File: config.mk
export PLATFORM = sky130hd
export DESIGN_NAME = pwm_ramp_ctrl
export DESIGN_NICKNAME = d
export VERILOG_FILES = /design/src/rtl/pwm_pkg.sv /design/src/rtl/pwm_period_cnt.sv /design/src/rtl/pwm_ramp_ctrl.sv
export SDC_FILE = /design/constraint.sdc
export NUM_CORES = 1
export LEC_CHECK = 0
export CAP_MARGIN = 40
export CORE_MARGIN = 3
export CORE_UTILIZATION = 35
export DETAILED_ROUTE_END_ITERATION = 8
export SETUP_SLACK_MARGIN = 0.4
export SLEW_MARGIN = 20
export SYNTH_ARGS = -nofsm -noshare
export SYNTH_HDL_FRONTEND = slang
export SYNTH_SLANG_ARGS = --single-unit
File: constraint.sdc
create_clock -name clk_in -period 2.75 [get_ports clk_in]
set_clock_uncertainty 0.05 [all_clocks]
set_input_delay 0.55 -clock clk_in [delete_from_list [all_inputs] [get_ports clk_in]]
set_output_delay 0.55 -clock clk_in [all_outputs]
set_load 0.01 [all_outputs]
File: src/rtl/pwm_pkg.sv
// Shared definitions for the PWM duty ramp controller and its period counter.
package pwm_pkg;

  typedef enum logic {
    IDLE = 1'b0,
    RAMP = 1'b1
  } ramp_state_e;

  localparam int DEFAULT_W            = 4;
  localparam int DEFAULT_STEP_PERIODS = 4;

endpackage

File: src/rtl/pwm_period_cnt.sv
// Free-running PWM period counter: 2^W cycles per period, with wrap and a
// registered period_start pulse on the first cycle of every new period.
module pwm_period_cnt
  import pwm_pkg::*;
#(
  parameter int W = DEFAULT_W
) (
  input  logic         clk_in,
  input  logic         rst,
  input  logic         enable,
  output logic [W-1:0] count,
  output logic         wrap,
  output logic         period_start
);

  logic [W-1:0] count_q, count_d;
  logic         period_start_q, period_start_d;

  always_comb begin
    wrap           = enable && (count_q == '1);
    count_d        = enable ? count_q + 1'b1 : count_q;
    period_start_d = wrap;
  end

  always_ff @(posedge clk_in or negedge rst) begin
    if (!rst) begin
      count_q        <= '0;
      period_start_q <= 1'b0;
    end else begin
      count_q        <= count_d;
      period_start_q <= period_start_d;
    end
  end

  assign count        = count_q;
  assign period_start = period_start_q;

endmodule

File: src/rtl/pwm_ramp_ctrl.sv
// Accepts a target duty and walks duty_out toward it one LSB every
// STEP_PERIODS PWM periods, so each PWM period always uses a constant duty.
module pwm_ramp_ctrl
  import pwm_pkg::*;
#(
  parameter int W            = DEFAULT_W,
  parameter int STEP_PERIODS = DEFAULT_STEP_PERIODS
) (
  input  logic         clk_in,
  input  logic         rst,
  input  logic         enable,
  input  logic         tgt_valid,
  input  logic [W-1:0] tgt_duty,
  output logic         tgt_ready,
  input  logic         abort,
  output logic [W-1:0] duty_out,
  output logic         period_start,
  output logic         busy,
  output logic         done
);

  localparam logic [7:0] STEP_LAST = 8'(STEP_PERIODS - 1);

  ramp_state_e  state_q, state_d;
  logic [W-1:0] duty_q, duty_d;
  logic [W-1:0] target_q, target_d;
  logic [7:0]   step_q, step_d;
  logic         busy_q, busy_d;
  logic         done_q, done_d;

  logic [W-1:0] period_count;
  logic         wrap;
  logic         transfer;
  logic [W-1:0] duty_toward;

  pwm_period_cnt #(.W(W)) u_period_cnt (
    .clk_in       (clk_in),
    .rst          (rst),
    .enable       (enable),
    .count        (period_count),
    .wrap         (wrap),
    .period_start (period_start)
  );

  assign tgt_ready   = (state_q == IDLE);
  assign transfer    = tgt_valid && tgt_ready;
  // In RAMP the target always differs from duty_q, so this never wraps.
  assign duty_toward = (target_q > duty_q) ? duty_q + 1'b1 : duty_q - 1'b1;

  always_comb begin
    state_d  = state_q;
    duty_d   = duty_q;
    target_d = target_q;
    step_d   = step_q;
    busy_d   = busy_q;
    done_d   = 1'b0;
    case (state_q)
      IDLE: begin
        if (transfer) begin
          target_d = tgt_duty;
          step_d   = '0;
          if (tgt_duty == duty_q) begin
            done_d = 1'b1;
          end else begin
            state_d = RAMP;
            busy_d  = 1'b1;
          end
        end
      end
      RAMP: begin
        if (abort) begin
          state_d = IDLE;
          busy_d  = 1'b0;
        end else if (wrap) begin
          if (step_q == STEP_LAST) begin
            step_d = '0;
            duty_d = duty_toward;
            if (duty_toward == target_q) begin
              state_d = IDLE;
              busy_d  = 1'b0;
              done_d  = 1'b1;
            end
          end else begin
            step_d = step_q + 8'd1;
          end
        end
      end
      default: state_d = IDLE;
    endcase
  end

  always_ff @(posedge clk_in or negedge rst) begin
    if (!rst) begin
      state_q  <= IDLE;
      duty_q   <= '0;
      target_q <= '0;
      step_q   <= '0;
      busy_q   <= 1'b0;
      done_q   <= 1'b0;
    end else begin
      state_q  <= state_d;
      duty_q   <= duty_d;
      target_q <= target_d;
      step_q   <= step_d;
      busy_q   <= busy_d;
      done_q   <= done_d;
    end
  end

  assign duty_out = duty_q;
  assign busy     = busy_q;
  assign done     = done_q;

  period_start_at_zero: assert property (
    @(posedge clk_in) disable iff (!rst) period_start |-> (period_count == '0)
  );

endmodule

==> flow_summary.json <==
{
  "placement.io_buffers": 16,
  "timing.critical_path.slowest_cell_delay_ns": 0.46,
  "syn_area_per_cell_um2": 10.7,
  "p_seq_frac": 0.410,
  "worst-endpoint-required_ns": 2.91,
  "netlist_instances": 124,
  "syn_to_final_growth_pct": 34.6,
  "pwr-share-comb": 0.307,
  "yosysWarningCount": 0,
  "grt_setup_unrepaired": "true",
  "grt_pass1_vias": 1025,
  "dr_total_vias": 998,
  "cp.buffers_inverters": 2,
  "power_leakage_uw": 0.000817,
  "clockPowerShare": 0.283,
  "pre_cts_setup_slack_ns": 0.0499,
  "ys_async_sr_fraction": 1.00,
  "synth_area_mm2": 0.00133,
  "seq_area_frac_synth": 0.451,
  "cts.path.max_buffers": 2,
  "worstMarginPinSlew_ns": 0.436,
  "post_route_cells_drive_above_1_share": 0.252,
  "cts_root_buffer": "clkbuf_8",
  "gp_congestion": 0.785,
  "hpwl_um": 1920,
  "worst_path_max_delay_cell": "fa_1",
  "initial_core_util": 0.381,
  "cp_endpoint_kind": "register",
  "hold_path.class": "register to register",
  "groute.usage.overall": 0.132,
  "wire_per_inst_um": 13.7,
  "cp_cell_sequence": "inv_2 -> ha_4 -> nor2b_4 -> o211ai_1 -> a21oi_2 -> buf_4 -> fa_1 -> xnor2_1 -> nor3_1 -> nand3_1 -> nor2_2 -> a32o_1",
  "power.switching_uw": 312,
  "power-per-cell-area_mw_per_mm2": 620,
  "synthDistinctLibCells": 32,
  "die_area_mm2": 0.00458,
  "postSynthRegisterBits": 24,
  "cpLargestDelayFamily": "adder cells",
  "synth_nets": 142,
  "timing.reg2reg.setup_slack_ns": 0.17,
  "tns_ns": 0,
  "drt_iter0_markers": 18,
  "fmaxAchievable_mhz": 387,
  "finalWorstSetupSlack_ns": 0.168,
  "timing.final.crit_share": 0.939,
  "clk-insertion-delay-late_ns": 0.27,
  "cts_tree": "built",
  "netlist.area_leader.share": 0.451,
  "criticalPathCategory": "register to register",
  "antenna_diodes": 0,
  "antenna_found_initial": 0,
  "critical_path.startpoint_type": "register",
  "status": "finished clean",
  "top_level_ports": 17,
  "sw_frac_of_total": 0.281,
  "worst-path-max-fanout": 3,
  "largest_net_degree_at_the_start_of_global_routing": 25,
  "worst_path_arrival_time_ns": 2.74,
  "drt_wl_total_um": 2820,
  "clock_sinks": 24,
  "synth_commonest_cells": "dfrtp_1 (24), xor2_1 (11), xnor2_1 (10)",
  "tightest_slew_margin_relative_to_the_limit": 0.707,
  "synth-edff-count": 0,
  "layout.nets": 178,
  "yosys-top-cells-area": "dfrtp_1 (45%), ha_1 (7.5%), xor2_1 (7.2%), xnor2_1 (6.6%), mux2_2 (3.4%)",
  "power.ir.vdd_worst_mv": 0.397,
  "internal_power_uw": 799,
  "synth_ff_type": "dfrtp_1",
  "cts_buffers": 3,
  "finalHoldWorstSlack_ns": 0.436,
  "most_frequent_cell_after_synthesis": "dfrtp_1",
  "hold_viol_final": 0,
  "globalRouteOverflowTotal": 0,
  "die_height_um": 67.7,
  "viasPerCell": 4.87,
  "antenna_left": 0,
  "total_power_uw": 1110,
  "post-route-drc-count": 0,
  "synth_top_area_cell": "dfrtp_1",
  "final.min_clock_period_ns": 2.58,
  "detailedRoute.firstPassIterationCount": 5,
  "drv.max_cap_violation_count": 0,
  "fp-row-count": 21,
  "final_core_utilization": 0.513,
  "slew_viol_final": 0,
  "grt_pass1_wl_um": 4600,
  "clkSlewWorstSetupHoldPaths_ns": 0.09,
  "placeableCoreArea_mm2": 0.00349,
  "cts_max_level": 1,
  "die_x_um": 67.7,
  "setup_viol": 0
}
## layout by cell type (no fill, tap or decap), drive strengths merged, types with 4 or more instances in the layout
cell and n:
xor2 11, nor2 9, ha 8, clkdlybuf4s50 16, mux2 5, nand2 8, nand2b 4, nand4 5
xnor2 10, inv 9, buf 17, o21ai 6, dfrtp 24
## registers in the layout, indices dropped and copies added (netlist names)
signal                     cells
step_q                         8
duty_out                       4
target_q                       4
u_period_cnt.count             4
busy                           1
done                           1
state_q                        1
u_period_cnt.period_start      1
## power groups by stage
stage	Sequential (uW)	Combinational [uW]	Clock [uW]
after detailed placement	460	268	0
after floorplan	453	184	0
after global placement	459	263	0
after global routing	463	375	333
final	456	341	315
after CTS	454	294	323
## per-layer routing
metal	part of all wire	global-route usage
met1	0.49	0.176
met2	0.48	0.213
met3	0.021	0.0233
met4	0.0089	0.0506
met5	0	0
## layout make-up
| class | count | area (um^2) |
|---|---|---|
| Clock buffer | 3 | 41.3 |
| Multi-Input combinational cell | 89 | 739 |
| Timing Repair Buffer | 33 | 288 |
| Tap cell | 46 | 57.6 |
| Clock inverter | 1 | 30.0 |
| Fill cell | 305 | 1700 |
| Inverter | 9 | 33.8 |
| Sequential cell | 24 | 603 |
## metrics by stage
step	instance area, um^2	std cells
after global routing	1790	205
after global placement	1600	189
after floorplan	1350	124
after detailed placement	1600	189
final	1790	205
after CTS	1730	200
## timing repair
action,4_1_cts,5_1_grt
gates resized for setup,2,3
setup buffers,7,5
setup endpoints to repair,4,4
hold buffers,0,0
pin swaps,9,8
## kinds of logic after synthesis
| logic type | share of synthesized area |
|---|---|
| simple gates | 0.170 |
| flops | 0.451 |
| xor+xnor | 0.138 |
| compound gates | 0.0592 |
| buf+inv | 0.0319 |
| fa+ha+maj | 0.0901 |
| mux | 0.0601 |
## worst register-to-register path: stages (launching register included)
cell	delay, ns
dfrtp_2	0.42
inv_2	0.08
ha_4	0.20
nor2b_4	0.12
o211ai_1	0.18
a21oi_2	0.09
buf_4	0.14
fa_1	0.47
xnor2_1	0.16
nor3_1	0.15
nand3_1	0.12
nor2_2	0.17
a32o_1	0.18
## path summary, 6_finish.rpt
check                                            from                    end  depth (start not counted)
worst max-delay path                      duty_out[1]                   done                         12
min in group asynchronous                         rst  u_period_cnt.count[1]                          2
worst min-delay path            u_period_cnt.count[3]  u_period_cnt.count[3]                          1
max in group asynchronous                         rst            target_q[1]                          2
worst min register to register  u_period_cnt.count[3]  u_period_cnt.count[3]                          1
worst max register to register            duty_out[1]                   done                         12
Note: power is estimated with default switching activity, not from simulation.
